## src/rtl/fetch_unit.sv

```systemverilog
// fetch_unit: single-outstanding instruction fetch stage.
// Issues one instruction memory request at a time, parks a response in a
// one-entry skid register when the IF/ID slot is stalled, and restarts on
// downstream redirects (discarding any in-flight response via a kill flag).
// Optional static BTFN prediction is enabled by defining FETCH_BTFN_PREDICT_EN.
//
// Handshakes: a memory request transfers on a cycle with
// imem_req_valid && imem_req_ready; imem_addr is held while valid && !ready
// (a redirect may retarget it). Exactly one imem_resp_valid pulse follows each
// accepted request. The output slot transfers when if_valid && !stall.
module fetch_unit #(
    parameter logic [63:0] RESET_PC = 64'h0
) (
    input  logic        clk,
    input  logic        reset,
    input  logic        stall,
    input  logic        redirect_valid,
    input  logic [63:0] redirect_pc,
    output logic        imem_req_valid,
    input  logic        imem_req_ready,
    output logic [63:0] imem_addr,
    input  logic        imem_resp_valid,
    input  logic [31:0] imem_resp_data,
    output logic        if_valid,
    output logic [63:0] if_pc,
    output logic [31:0] if_instr,
    output logic        if_pred_taken,
    output logic [1:0]  dbg_state_o
);

    typedef enum logic [1:0] {
        S_REQ  = 2'd0,
        S_WAIT = 2'd1,
        S_SKID = 2'd2
    } state_t;

    state_t      state_q, state_d;
    logic [63:0] fetch_pc_q, fetch_pc_d;
    logic        kill_q, kill_d;
    logic [31:0] skid_instr_q, skid_instr_d;
    logic [63:0] skid_pc_q, skid_pc_d;
    logic        if_valid_q, if_valid_d;
    logic [63:0] if_pc_q, if_pc_d;
    logic [31:0] if_instr_q, if_instr_d;
    logic        if_pred_q, if_pred_d;

    logic        slot_free;
    logic [31:0] dlv_instr;
    logic [63:0] dlv_pc;
    logic [63:0] dlv_next_pc;
    logic        dlv_pred;

    // The instruction being delivered comes from the skid register when one is
    // parked, otherwise straight from the memory response.
    assign dlv_instr = (state_q == S_SKID) ? skid_instr_q : imem_resp_data;
    assign dlv_pc    = (state_q == S_SKID) ? skid_pc_q    : fetch_pc_q;

`ifdef FETCH_BTFN_PREDICT_EN
    logic [6:0]  dlv_opcode;
    logic [63:0] j_imm;
    logic [63:0] b_imm;

    // Static prediction: JAL always taken, conditional branches taken when backward.
    always_comb begin
        dlv_opcode  = dlv_instr[6:0];
        j_imm       = {{43{dlv_instr[31]}}, dlv_instr[31], dlv_instr[19:12],
                       dlv_instr[20], dlv_instr[30:21], 1'b0};
        b_imm       = {{51{dlv_instr[31]}}, dlv_instr[31], dlv_instr[7],
                       dlv_instr[30:25], dlv_instr[11:8], 1'b0};
        dlv_pred    = 1'b0;
        dlv_next_pc = dlv_pc + 64'd4;
        if (dlv_opcode == 7'b1101111) begin
            dlv_pred    = 1'b1;
            dlv_next_pc = dlv_pc + j_imm;
        end else if (dlv_opcode == 7'b1100011 && dlv_instr[31]) begin
            dlv_pred    = 1'b1;
            dlv_next_pc = dlv_pc + b_imm;
        end
    end
`else
    assign dlv_pred    = 1'b0;
    assign dlv_next_pc = dlv_pc + 64'd4;
`endif

    assign slot_free      = !if_valid_q || !stall;
    assign imem_req_valid = (state_q == S_REQ);
    assign imem_addr      = fetch_pc_q;
    assign if_valid       = if_valid_q;
    assign if_pc          = if_pc_q;
    assign if_instr       = if_instr_q;
    assign if_pred_taken  = if_pred_q;
    assign dbg_state_o    = state_q;

    // Next-state logic: redirect overrides everything, otherwise REQ/WAIT/SKID flow.
    always_comb begin
        state_d      = state_q;
        fetch_pc_d   = fetch_pc_q;
        kill_d       = kill_q;
        skid_instr_d = skid_instr_q;
        skid_pc_d    = skid_pc_q;
        if_valid_d   = if_valid_q;
        if_pc_d      = if_pc_q;
        if_instr_d   = if_instr_q;
        if_pred_d    = if_pred_q;

        if (redirect_valid) begin
            if_valid_d = 1'b0;
            fetch_pc_d = redirect_pc;
            case (state_q)
                S_REQ: begin
                    // A request accepted this cycle is still in flight; kill it.
                    if (imem_req_ready) begin
                        state_d = S_WAIT;
                        kill_d  = 1'b1;
                    end
                end
                S_WAIT: begin
                    if (imem_resp_valid) begin
                        state_d = S_REQ;
                        kill_d  = 1'b0;
                    end else begin
                        kill_d  = 1'b1;
                    end
                end
                default: state_d = S_REQ;
            endcase
        end else begin
            // Slot drains when consumed or empty; refilled below if data is ready.
            if (slot_free) begin
                if_valid_d = 1'b0;
            end
            case (state_q)
                S_REQ: begin
                    if (imem_req_ready) begin
                        state_d = S_WAIT;
                    end
                end
                S_WAIT: begin
                    if (imem_resp_valid) begin
                        if (kill_q) begin
                            kill_d  = 1'b0;
                            state_d = S_REQ;
                        end else if (slot_free) begin
                            if_valid_d = 1'b1;
                            if_instr_d = dlv_instr;
                            if_pc_d    = dlv_pc;
                            if_pred_d  = dlv_pred;
                            fetch_pc_d = dlv_next_pc;
                            state_d    = S_REQ;
                        end else begin
                            skid_instr_d = imem_resp_data;
                            skid_pc_d    = fetch_pc_q;
                            state_d      = S_SKID;
                        end
                    end
                end
                S_SKID: begin
                    if (!stall) begin
                        if_valid_d = 1'b1;
                        if_instr_d = dlv_instr;
                        if_pc_d    = dlv_pc;
                        if_pred_d  = dlv_pred;
                        fetch_pc_d = dlv_next_pc;
                        state_d    = S_REQ;
                    end
                end
                default: state_d = S_REQ;
            endcase
        end
    end

    // State and datapath registers with asynchronous active-high reset.
    always_ff @(posedge clk or posedge reset) begin
        if (reset) begin
            state_q      <= S_REQ;
            fetch_pc_q   <= RESET_PC;
            kill_q       <= 1'b0;
            skid_instr_q <= 32'h0;
            skid_pc_q    <= 64'h0;
            if_valid_q   <= 1'b0;
            if_pc_q      <= 64'h0;
            if_instr_q   <= 32'h0;
            if_pred_q    <= 1'b0;
        end else begin
            state_q      <= state_d;
            fetch_pc_q   <= fetch_pc_d;
            kill_q       <= kill_d;
            skid_instr_q <= skid_instr_d;
            skid_pc_q    <= skid_pc_d;
            if_valid_q   <= if_valid_d;
            if_pc_q      <= if_pc_d;
            if_instr_q   <= if_instr_d;
            if_pred_q    <= if_pred_d;
        end
    end

endmodule

```

## config.mk

```make
export PLATFORM = sky130hd
export DESIGN_NAME = fetch_unit
export DESIGN_NICKNAME = d
export VERILOG_FILES = /design/src/rtl/fetch_unit.sv
export SDC_FILE = /design/constraint.sdc
export NUM_CORES = 1
export LEC_CHECK = 0
export ABC_AREA = 1
export CORE_MARGIN = 5
export CORE_UTILIZATION = 35
export CTS_BUF_LIST = sky130_fd_sc_hd__clkbuf_4
export DETAILED_ROUTE_END_ITERATION = 10
export HOLD_SLACK_MARGIN = 0.02
export PLACE_DENSITY = 0.65
export SYNTH_ARGS = -nofsm -noshare
export SYNTH_HDL_FRONTEND = slang
export SYNTH_SLANG_ARGS = --single-unit
```

## constraint.sdc

```tcl
create_clock -name clk -period 25.9 [get_ports clk]
set_input_delay 3.885 -clock clk [delete_from_list [all_inputs] [get_ports clk]]
set_output_delay 3.885 -clock clk [all_outputs]
set_load 0.02 [all_outputs]
```

==> impl_metrics.tcl <==
set metrics [dict create \
    status "completed" \
    timing.hold.ws_ns 0.481 \
    setup_violations 0 \
    hp-class "reg -> reg" \
    period_minus_slack_ns 6.40 \
    busiest_layer "met2" \
    startpoint "imem_resp_valid" \
    synthesis.nets 2038 \
    crit_required_ns 26.51 \
    layout_common_cells "681 x nand2_1, 264 x clkdlybuf4s50_1, 260 x dfrtp_1, 200 x o21ai_0, 193 x inv_1" \
    cts.path.max_buffers 3 \
    cts_resized 0 \
    ys_ff_latch 260 \
    ys_types 45 \
    wl_per_cell_um 17.7 \
    drive_gt1_frac 0.111 \
    io_buffers 265 \
    power.density_nw_per_um2 90.7 \
    critPathMostFrequentCell "nor2_1" \
    syn-cell-area_um2 14200 \
    worst_pin_slew_ns 1.12 \
    cts.clk_slew.worst_paths_ns 0.06 \
    vias_per_cell 4.98 \
    r2r-start "dbg_state_o[0]$_DFFE_PP0P_" \
    fin_tns_setup_ns 0 \
    synth_warnings 0 \
    critPathMaxFanout 56 \
    met1_usage 0.288 \
    power.leakage_nw 8.22 \
    dr.pass1.iters 5 \
    cp-start-kind "input pin" \
    power_mw 1.63 \
    io_pins 267 \
    rows 73 \
    placed_area_um2 17100 \
    max-vdd-ir-drop_uv 62.1 \
    wl_um 49000 \
    routabilityCongestion 0.913 \
    async_flop_share 1.00 \
    fin_util 0.450 \
    worstSetupPathType "in -> reg" \
    rsz0062_at_grt "false" \
    max_slew_margin 0.250 \
    die_height_um 211 \
    fin_nets 2300 \
    grt_use_met3 0.0674 \
    grt_pass1_vias 13800 \
    netlist_instances 1932 \
    met2_usage 0.328 \
    r2r_slack_ns 21.95 \
    grtUsageTotal 0.217 \
    dp_hpwl_um 35100 \
    final_common_cell "nand2_1" \
    route.detailed.drc 0 \
    cts_made_buffers 74 \
    clock-skew-final_ns 0.0285 \
    vias 13800 \
    worstPathArrival_ns 7.00 \
    maxSlewViolCount 0 \
    crit_path_end_kind "flop" \
    overflow 0 \
    cts.hold.buffers_added 0 \
    min_from "skid_instr_q[25]$_DFFE_PP0P_" \
    core_um2 39900 \
    dieArea_um2 44700 \
    start_util 0.356 \
    antenna_found_initial 4 \
    tritoncts "built" \
    die_x_um 211 \
    grt_pass1_wl_um 76600 \
    finalHoldViolCount 0 \
    postRouteAntennaNets 0 \
    post_cts_buffers 0 \
    finalCritPeriodShare 0.247 \
    maxCapViolCount 0 \
    clockRootBuffer "clkbuf_4" \
    synth_ff_type "dfrtp_1" \
    path_cells "clkdlybuf4s50_1 -> nand2_1 -> nor2_1 -> a21oi_1 -> nor2_1 -> nand2_4 -> inv_2 -> buf_4 -> o21ai_0 -> o221ai_1" \
    synth-edff-count 0 \
    insertion_delay_ns 0.72 \
    area_growth_pct 26.5 \
    ys_seq_area_frac 0.458 \
    grt_max_degree 139 \
    critical_path.max_stage_delay_ns 0.63 \
    htree_levels 3 \
    syn_avg_cell_area_um2 7.35 \
    cp_slowest_cell "buf_4" \
    max_freq_ghz 0.156 \
    clock-sinks 260 \
    drt-initial-drc-count 1112 \
    finalInstanceArea_um2 18000 \
]
through the flow:
stage	instances	setup slack, ns
3_5_place_dp	2643	18.80
2_1_floorplan	1932	14.86
4_1_cts	2761	19.57
6_report	2764	19.50
5_1_grt	2764	19.20
3_3_place_gp	2643	18.92
metal layers:
metal | vias to the layer above | part of all wire | wire, um
met5 | - | 0.00016 | 8
li1 | 6670 | - | -
met3 | 98 | 0.099 | 4830
met4 | 2 | 0.037 | 1800
met2 | 542 | 0.44 | 21500
met1 | 6454 | 0.42 | 20800
synth_stat cells (all sizes together), types with 2 or more instances:
library cell	instances	share of area
o211ai	8	0.0046
clkbuf	45	0.012
nand3	91	0.033
nand4	17	0.0075
o22ai	6	0.0026
nor3b	2	0.0018
ha	4	0.0035
nor3	7	0.0047
xor2	9	0.0055
a22oi	41	0.022
mux2	5	0.0040
a21oi	17	0.0060
nand2	728	0.20
o21a	2	0.0011
o21ai	228	0.082
o221ai	5	0.0031
nor2	195	0.063
dfrtp	260	0.46
inv	206	0.054
a211oi	3	0.0016
buf	45	0.025
cell families (layout without fill, tap and decap cells):
| group | after synthesis | in the layout | share of synthesized area |
|---|---|---|---|
| other cells | 1 | 4 | 0.000264 |
| mux | 5 | 5 | 0.00396 |
| flops | 260 | 260 | 0.458 |
| xor+xnor | 10 | 10 | 0.00617 |
| compound gates | 313 | 313 | 0.124 |
| simple gates | 1043 | 1043 | 0.313 |
| fa+ha+maj | 4 | 4 | 0.00352 |
| buf+inv | 296 | 600 | 0.0910 |
final cells by class:
type | instances | area, um^2
Antenna cell | 3 | 7.51
Clock buffer | 104 | 781
Clock inverter | 14 | 56.3
Fill cell | 4035 | 21900
Timing Repair Buffer | 276 | 2740
Sequential cell | 260 | 6510
Multi-Input combinational cell | 1376 | 6450
Inverter | 206 | 781
Tap cell | 525 | 657
critical path, delay by kind of cell:
family,cells,cell delay [ns]
AND/OR/NAND/NOR,4,0.85
buffers and inverters,3,1.76
AO/OA/AOI/OAI,3,0.46
final timing paths:
path,endpoint,depth (start not counted)
worst max-delay path,imem_addr[7]$_DFFE_PP0P_,10
worst max register to register,imem_addr[40]$_DFFE_PP0P_,17
worst min register to register,skid_instr_q[25]$_DFFE_PP0P_,2
worst min-delay path,skid_instr_q[25]$_DFFE_PP0P_,2
min in group asynchronous,if_pc[0]$_DFFE_PP0P_,2
max in group asynchronous,imem_addr[41]$_DFFE_PP0P_,3
flip-flops by register name (all words and copies together) (netlist names):
register	count
dbg_state_o	2
if_instr	32
if_pc	64
if_valid	1
imem_addr	64
kill_q	1
skid_instr_q	32
skid_pc_q	64
where the power goes:
| part | total [mW] | switching, mW | internal [mW] |
|---|---|---|---|
| registers | 0.629 | 0.0908 | 0.539 |
| logic | 0.642 | 0.379 | 0.263 |
| clock network | 0.359 | 0.176 | 0.183 |
| total | 1.63 | 0.646 | 0.984 |
No activity file was read; power rests on OpenSTA's default activity.
